[src/rtl/gimbal_tx_sched.sv]
// gimbal_tx_sched: captures target coordinates, converts them to pan/tilt angle bytes
// and sends one framed packet per tick over a shared, flow-controlled byte UART.
module gimbal_tx_sched #(
    parameter int         Z_MUL        = 56,
    parameter int         Z_SHIFT      = 10,
    parameter int         X_MUL        = 40,
    parameter int         X_DIV        = 720,
    parameter logic [7:0] HDR_BYTE     = 8'hA5,
    parameter int         BUSY_TIMEOUT = 65535
) (
    input  logic        clk,
    input  logic        rst,
    input  logic [10:0] x_coor,
    input  logic [9:0]  y_coor,
    input  logic        coor_valid_flag,
    input  logic        tick,
    input  logic        tx_busy,
    output logic [7:0]  tx_data,
    output logic        tx_en,
    output logic        frame_done,
    output logic        tx_err,
    output logic [7:0]  ovr_cnt
);
    localparam int              TO_W    = $clog2(BUSY_TIMEOUT + 1);
    localparam logic [TO_W-1:0] TO_LAST = TO_W'(BUSY_TIMEOUT - 1);
    localparam logic [16:0]     DIV17   = 17'(X_DIV);

    typedef enum logic [1:0] {S_IDLE, S_CALC, S_SEND, S_WAIT} state_t;

    state_t          r_state;
    logic [10:0]     r_hold_x;
    logic [9:0]      r_hold_y;
    logic            r_fresh;
    logic            r_pending;
    logic [9:0]      r_work_y;
    logic [7:0]      r_status;
    logic [7:0]      r_angle_z;
    logic [7:0]      r_angle_x;
    logic [15:0]     r_num;
    logic [15:0]     r_rem;
    logic [6:0]      r_quot;
    logic [4:0]      r_calc_cnt;
    logic [2:0]      r_idx;
    logic            r_skip;
    logic [TO_W-1:0] r_to_cnt;
    logic [7:0]      r_tx_data;
    logic            r_tx_en;
    logic            r_frame_done;
    logic            r_tx_err;
    logic [7:0]      r_ovr_cnt;

    // A valid pulse coinciding with the snapshot wins over the hold registers.
    logic [10:0] w_snap_x;
    logic [9:0]  w_snap_y;
    logic [31:0] w_z_prod;
    logic [7:0]  w_angle_z;
    logic [15:0] w_num;
    logic [16:0] w_rem_shift;
    logic [16:0] w_rem_sub;
    logic [16:0] w_rem_next;
    logic        w_ge;
    logic [7:0]  w_chk;
    logic [7:0]  w_byte;

    assign w_snap_x    = coor_valid_flag ? x_coor : r_hold_x;
    assign w_snap_y    = coor_valid_flag ? y_coor : r_hold_y;
    assign w_z_prod    = 32'(Z_MUL) * 32'(w_snap_x);
    assign w_angle_z   = 8'(w_z_prod >> Z_SHIFT);
    assign w_num       = 16'(X_MUL) * 16'(r_work_y);
    assign w_rem_shift = {r_rem, r_num[15]};
    assign w_ge        = (w_rem_shift >= DIV17);
    assign w_rem_sub   = w_rem_shift - DIV17;
    assign w_rem_next  = w_ge ? w_rem_sub : w_rem_shift;
    assign w_chk       = r_status + r_angle_z + r_angle_x;

    always_comb begin
        w_byte = w_chk;
        case (r_idx)
            3'd0:    w_byte = HDR_BYTE;
            3'd1:    w_byte = r_status;
            3'd2:    w_byte = r_angle_z;
            3'd3:    w_byte = r_angle_x;
            default: w_byte = w_chk;
        endcase
    end

    always_ff @(posedge clk) begin
        if (rst) begin
            r_state      <= S_IDLE;
            r_hold_x     <= '0;
            r_hold_y     <= '0;
            r_fresh      <= 1'b0;
            r_pending    <= 1'b0;
            r_work_y     <= '0;
            r_status     <= '0;
            r_angle_z    <= '0;
            r_angle_x    <= '0;
            r_num        <= '0;
            r_rem        <= '0;
            r_quot       <= '0;
            r_calc_cnt   <= '0;
            r_idx        <= '0;
            r_skip       <= 1'b0;
            r_to_cnt     <= '0;
            r_tx_data    <= '0;
            r_tx_en      <= 1'b0;
            r_frame_done <= 1'b0;
            r_tx_err     <= 1'b0;
            r_ovr_cnt    <= '0;
        end else begin
            r_tx_en      <= 1'b0;
            r_frame_done <= 1'b0;
            r_tx_err     <= 1'b0;

            if (coor_valid_flag) begin
                r_hold_x <= x_coor;
                r_hold_y <= y_coor;
                r_fresh  <= 1'b1;
            end

            // One request is queued while busy; further ones are counted as dropped.
            if (tick && r_state != S_IDLE) begin
                if (!r_pending)
                    r_pending <= 1'b1;
                else if (r_ovr_cnt != 8'hFF)
                    r_ovr_cnt <= r_ovr_cnt + 8'd1;
            end

            case (r_state)
                S_IDLE: begin
                    if (tick || r_pending) begin
                        r_work_y   <= w_snap_y;
                        r_angle_z  <= w_angle_z;
                        r_status   <= {7'b0, coor_valid_flag | r_fresh};
                        r_fresh    <= 1'b0;
                        r_pending  <= 1'b0;
                        r_calc_cnt <= '0;
                        r_state    <= S_CALC;
                    end
                end
                S_CALC: begin
                    r_calc_cnt <= r_calc_cnt + 5'd1;
                    if (r_calc_cnt == 5'd0) begin
                        r_num  <= w_num;
                        r_rem  <= '0;
                        r_quot <= '0;
                    end else begin
                        // Restoring division: one quotient bit per cycle, MSB first.
                        r_num  <= {r_num[14:0], 1'b0};
                        r_rem  <= 16'(w_rem_next);
                        r_quot <= {r_quot[5:0], w_ge};
                        if (r_calc_cnt == 5'd16) begin
                            r_angle_x <= {r_quot, w_ge};
                            r_idx     <= '0;
                            r_to_cnt  <= '0;
                            r_state   <= S_SEND;
                        end
                    end
                end
                S_SEND: begin
                    if (!tx_busy) begin
                        r_tx_data <= w_byte;
                        r_tx_en   <= 1'b1;
                        r_to_cnt  <= '0;
                        r_skip    <= 1'b1;
                        r_state   <= S_WAIT;
                    end else if (r_to_cnt == TO_LAST) begin
                        r_tx_err <= 1'b1;
                        r_state  <= S_IDLE;
                    end else begin
                        r_to_cnt <= r_to_cnt + 1'b1;
                    end
                end
                S_WAIT: begin
                    r_skip <= 1'b0;
                    if (!r_skip && !tx_busy) begin
                        if (r_idx == 3'd4) begin
                            r_frame_done <= 1'b1;
                            r_state      <= S_IDLE;
                        end else begin
                            r_idx   <= r_idx + 3'd1;
                            r_state <= S_SEND;
                        end
                    end else if (r_to_cnt == TO_LAST) begin
                        r_tx_err <= 1'b1;
                        r_state  <= S_IDLE;
                    end else begin
                        r_to_cnt <= r_to_cnt + 1'b1;
                    end
                end
                default: r_state <= S_IDLE;
            endcase
        end
    end

    assign tx_data    = r_tx_data;
    assign tx_en      = r_tx_en;
    assign frame_done = r_frame_done;
    assign tx_err     = r_tx_err;
    assign ovr_cnt    = r_ovr_cnt;
endmodule
[config.mk]
export PLATFORM = sky130hd
export DESIGN_NAME = gimbal_tx_sched
export DESIGN_NICKNAME = d
export VERILOG_FILES = /design/src/rtl/gimbal_tx_sched.sv
export SDC_FILE = /design/constraint.sdc
export NUM_CORES = 1
export LEC_CHECK = 0
export CAP_MARGIN = 20
export CORE_MARGIN = 3
export CORE_UTILIZATION = 55
export CTS_CLUSTER_SIZE = 24
export DETAILED_ROUTE_END_ITERATION = 8
export PLACE_DENSITY = 0.75
export SLEW_MARGIN = 25
export SYNTH_ARGS = -nofsm -noshare
export SYNTH_HDL_FRONTEND = slang
export SYNTH_SLANG_ARGS = --single-unit
[constraint.sdc]
create_clock -name clk -period 9.1 [get_ports clk]
set_input_delay 1.82 -clock clk [delete_from_list [all_inputs] [get_ports clk]]
set_output_delay 1.82 -clock clk [all_outputs]
set_load 0.005 [all_outputs]
# After elaboration in Yosys (flattened, before gate mapping)

Index checks and enable logic that the tools add are counted.

Bits in registers: 134
Input bits: 26
Output and inout bits: 19
Word-level logic and storage cells: 120

$add $sub $neg: 7
$mul: 2
$lt $le $gt $ge: 1
Eq/ne operators: 17
Mux-type cells: 42
Bitwise gates (word level): 6
Reductions and logical operators: 24

Operators by type and width:

| operator                                                                | count |
|---|---|
| 16-bit 2-to-1 mux                                                       | 8 |
| 16-bit one-hot mux with 3 select lines                                  | 1 |
| 8-bit one-hot mux with 4 select lines                                   | 1 |
| 17-bit by 10-bit >= comparator with 1-bit output, second input constant | 1 |
| 16-bit by 1-bit adder with 16-bit output, second input constant         | 1 |
| 16-bit == test, second input constant                                   | 1 |
| 16-bit by 10-bit subtractor with 16-bit output, second input constant   | 1 |
| 3-bit by 11-bit multiplier with 14-bit output, first input constant     | 1 |
| 2-bit 2-to-1 mux                                                        | 7 |
| 2-bit != test, second input constant                                    | 7 |
| 3-bit by 10-bit multiplier with 13-bit output, first input constant     | 1 |
| 1-bit 2-to-1 mux                                                        | 12 |
| 3-bit 2-to-1 mux                                                        | 4 |
| 11-bit 2-to-1 mux                                                       | 1 |
| 10-bit 2-to-1 mux                                                       | 1 |
| 5-bit one-hot mux with 2 select lines                                   | 1 |
| 3-bit AND reduction                                                     | 3 |
| 1-bit by 7-bit adder with 8-bit output                                  | 1 |
| 8-bit by 1-bit adder with 8-bit output, second input constant           | 1 |
| 8-bit adder                                                             | 1 |
| 8-bit != test, second input constant                                    | 1 |
| 2-bit one-hot mux with 4 select lines                                   | 1 |
| 2-bit AND reduction                                                     | 4 |
| 2-bit nonzero test                                                      | 4 |
| other kinds (25)                                                        | 34 |

# Logic depth before layout (Yosys ltp)

Word-level depth: 5
Depth in mapped cells: 12

# Worst setup path before layout

OpenSTA, ideal clock, no wires.

Path type: input to register
Start point: input coor_valid_flag
End point: register r_angle_z[5]
Data arrival time: 4782 ps
Setup slack: 4212 ps
Stages on the path: 10
Cells stage by stage: clkbuf_1 -> clkbuf_1 -> mux2_2 -> fa_1 -> ha_1 -> a211oi_1 -> nor2_1 -> a311o_1 -> a41o_1 -> o311ai_0

Cells in the longest elaborated chain, start to end: 2

Ends and longest elaborated chain:

| what                                          | RTL line | source |
|---|---|---|
| from (decl)                                   | 15       | `input logic coor_valid_flag,` |
| 11-bit 2-to-1 mux                             | -        |  |
| via w_snap_x[4]                               | 53       | `logic [10:0] w_snap_x;` |
| 3-bit by 11-bit multiplier with 14-bit output | 67       | `assign w_z_prod = 32'(Z_MUL) * 32'(w_snap_x);` |
| to (signal assigned)                          | 133      | `r_angle_z <= w_angle_z;` |
| to (decl)                                     | 37       | `logic [7:0] r_angle_z;` |

The timed path passes the listed nets, and every way through them passes these cells.
A chain may end at the register's enable or synchronous reset.

# Worst setup path in the final report

Ends and elaborated chain as after synthesis.

==> flow_summary.ini <==
[status]
outcome = finished, final reports clean

[final_layout]
fill_count = 934
multi_input_gate_area_in_the_final_layout_um2 = 3899
layout.cell_area.non_filler_um2 = 7829
final_nets = 879
antenna_cells_inserted = 0
layout-drive-gt1-share_pct = 7.683
layoutNonFillerInstCount = 950
layout_overhead_on_the_synthesized_area_pct = 15.91
postLayoutCoreUtil_pct = 66.85
final-seq-area_um2 = 2623

[synthesis]
netlist_top_cells_area = dfxtp_1 39%, ha_1 8.5%, nand2_1 4.8%
number_of_distinct_standard_cells_referenced_by_the_synthesized_netlist = 64
synthCells = 766
yosysMostFrequentCell = dfxtp_1
yosys_most_used_dff = dfxtp_1
synth-async-reset-ratio_pct = 0
yosysSeqAreaShare_pct = 38.83
synth-edff-count = 0
netlist_area_um2 = 6754
syn_area_cell_um2 = 8.817
synth.ff_latch_count = 131
synth.net_count = 851
synth.cells.most_frequent = 131 x dfxtp_1, 86 x nand2_1, 83 x nor2_1
synth.yosys.warnings = 0
synth_top_cell_by_area = dfxtp_1
yosys_top_cell_area_share_pct = 38.83

[worst_setup_path]
endpoint_kind = flop
crit_arrival_ns = 4.97
crit_slowest_cell = fa_1
worst_r2r_endpoint = r_angle_z[5]
r2r_slack_ns = 6.12
cpPeakStageDelay_ns = 0.50
criticalPathCategory = input port to flop
worstReg2RegStart = r_hold_x[4]
rr_worst_depth = 8
crit_chain = buf_2 > mux2_2 > fa_1 > ha_1 > a211oi_1 > nor2_1 > a311o_1 > a41o_1 > o311ai_0
required_worst_endpoint_ns = 9.40
worstSetupStartpointType = input port
critical_path.max_fanout = 22

[sta]
finalWorstPathRequiredPeriod_ns = 4.675
hold_ws_ns = 0.4600
grt_setup_unrepaired = no
finalSetupTns_ns = 0
final.setup_skew_ns = 0.003918
setup_viol = 0
max-slew-margin-rel_pct = 36.24
slew_violations = 0
tightestPinTransition_ns = 0.9564
hold_violations = 0
part_of_the_cycle_the_worst_path_needs_pct = 51.37
clock.fmax_ghz = 0.2139
final_critical_path_setup_slack_ns = 4.425

[clocking]
cts_made_buffers = 17
clock-sinks = 131
tritoncts_clock_tree = built
clk-insertion-delay-late_ns = 0.42
clk_path_buf_depth = 2
cts.hold.buffers_added = 0
ctsResizeCount = 0
worst_setup_hold_path_clk_slew_ns = 0.06
ctsHtreeMaxLevel = 4
cts-root-buf = clkbuf_16
cts.repair_timing.setup_buffer_count = 0

[min_path]
min_from = r_num[13]
number_of_cells_on_the_worst_hold_path = 2
hold_path_class = flop to flop
worstHoldEndpoint = r_num[13]

[die]
num_io_pins = 45
coreArea_um2 = 11710
total_die_area_um2 = 13650
placement_rows = 39
dieWidth_um = 116.8
start_util_pct = 57.67
floorplan.die.height_um = 116.8

[place]
dp_worst_setup_slack_ns = 3.241
gp_congestion = 0.8306
detailed_place.area_um2 = 7248
buffer_ports.inserted = 44
dp_hpwl_mm = 10.22
dp_cells = 918

[detailed_routing]
post_drt_via_cell_ratio = 5.807
drt-wirelength-per-cell_um = 15.29
drt_pass1_iterations = 5
dr_total_vias = 5517
ant_nets = 0
wl_mm = 14.53
drtIter0Drc = 378
drc = 0

[pwr]
worst_ir_drop_vdd_mv = 0.1091
leakagePower_nw = 3.064
cellPowerDensity_nw_per_um2 = 190.3
report.power.total_mw = 1.490

[global_route]
grt_start_max_net_pins = 84
grt_antenna_before_repair = 0
global_route_total_overflow = 0
number_of_global_route_vias_before_repair = 5437
track_usage_pct = 22.68
grt_first_pass_wirelength_mm = 24.92

[flow_run]
maxCapViolations = 0
metal layers:
| metal | vias up | part of all wire (%) | GRT usage (%) |
|---|---|---|---|
| met3 | 25 | 2.9 | 4.576 |
| met5 | - | 0 | 0 |
| li1 | 2768 | - | - |
| met1 | 2629 | 46 | 28.10 |
| met4 | 0 | 2.1 | 8.716 |
| met2 | 95 | 49 | 38.91 |
cells in the final DEF (no fill, tap or decap), types with 6 or more instances in the layout:
cell type / instances
a211oi_1: 17
a21oi_1: 57
a311oi_1: 7
and2_1: 11
buf_4: 6
clkbuf_16: 17
clkdlybuf4s50_1: 42
clkinv_2: 6
dfxtp_1: 131
fa_1: 13
ha_1: 46
inv_1: 18
mux2_2: 10
mux2i_1: 13
nand2_1: 86
nand3_1: 29
nand4_1: 12
nor2_1: 83
nor3_1: 15
nor4_1: 6
o21ai_0: 28
o21ai_1: 8
o22a_1: 10
or3_1: 7
xnor2_1: 19
xor2_1: 23
worst max-delay path: cells and delay by family:
| kind | cells | cell delay, ns |
|---|---|---|
| AO/OA/AOI/OAI | 4 | 1.30 |
| adder cells (fa/ha/maj) | 2 | 0.86 |
| buffers and inverters | 1 | 0.44 |
| multiplexers | 1 | 0.47 |
| AND/OR/NAND/NOR | 1 | 0.08 |
worst max path at each step:
| stage | startpoint | endpoint | slack [ns] | cells after the start |
|---|---|---|---|---|
| 6_report | coor_valid_flag | r_angle_z[5] | 4.43 | 9 |
| 4_1_cts | coor_valid_flag | r_angle_z[5] | 3.65 | 9 |
| 5_1_grt | coor_valid_flag | r_angle_z[5] | 4.21 | 9 |
| 2_1_floorplan | coor_valid_flag | r_angle_z[5] | 4.21 | 10 |
| 3_5_place_dp | coor_valid_flag | r_angle_z[5] | 3.24 | 9 |
| 3_3_place_gp | coor_valid_flag | r_angle_z[5] | 3.42 | 9 |
flip-flops by register name, indices dropped and copies added (netlist names), 2 cells and up:
register,cells
r_hold_x,11
r_num,13
r_hold_y,10
r_idx,3
r_state,2
r_calc_cnt,5
r_to_cnt,16
r_angle_x,8
r_angle_z,7
r_rem,16
r_work_y,10
ovr_cnt,8
r_quot,7
tx_data,8
layout make-up:
class                   count  share of cell area (%)
clock buffers              21                   5.754
clock inverters            11                   1.726
inverters                  18                  0.8630
multi-input cells         576                   49.80
flip-flops and latches    131                   33.50
well taps                 143                   2.285
repair buffers             50                   6.073
power by group:
| group | switching [mW] | internal (mW) |
|---|---|---|
| registers | 0.0178 | 0.598 |
| clock network | 0.244 | 0.434 |
| logic | 0.111 | 0.0849 |
cell families (layout without fill, tap and decap cells):
family                     Yosys count  count (layout)  share of synthesized area (%)
AOI/OAI and AO/OA                  170             170                          16.27
and+or+nand+nor                    282             282                          19.93
muxes                               23              23                          3.594
buffers and inverters               59             100                          3.557
adders and majority gates           59              59                          12.37
xor gates and xnor gates            42              42                          5.446
DFF                                131             131                          38.83
No activity file was read; power rests on OpenSTA's default activity.
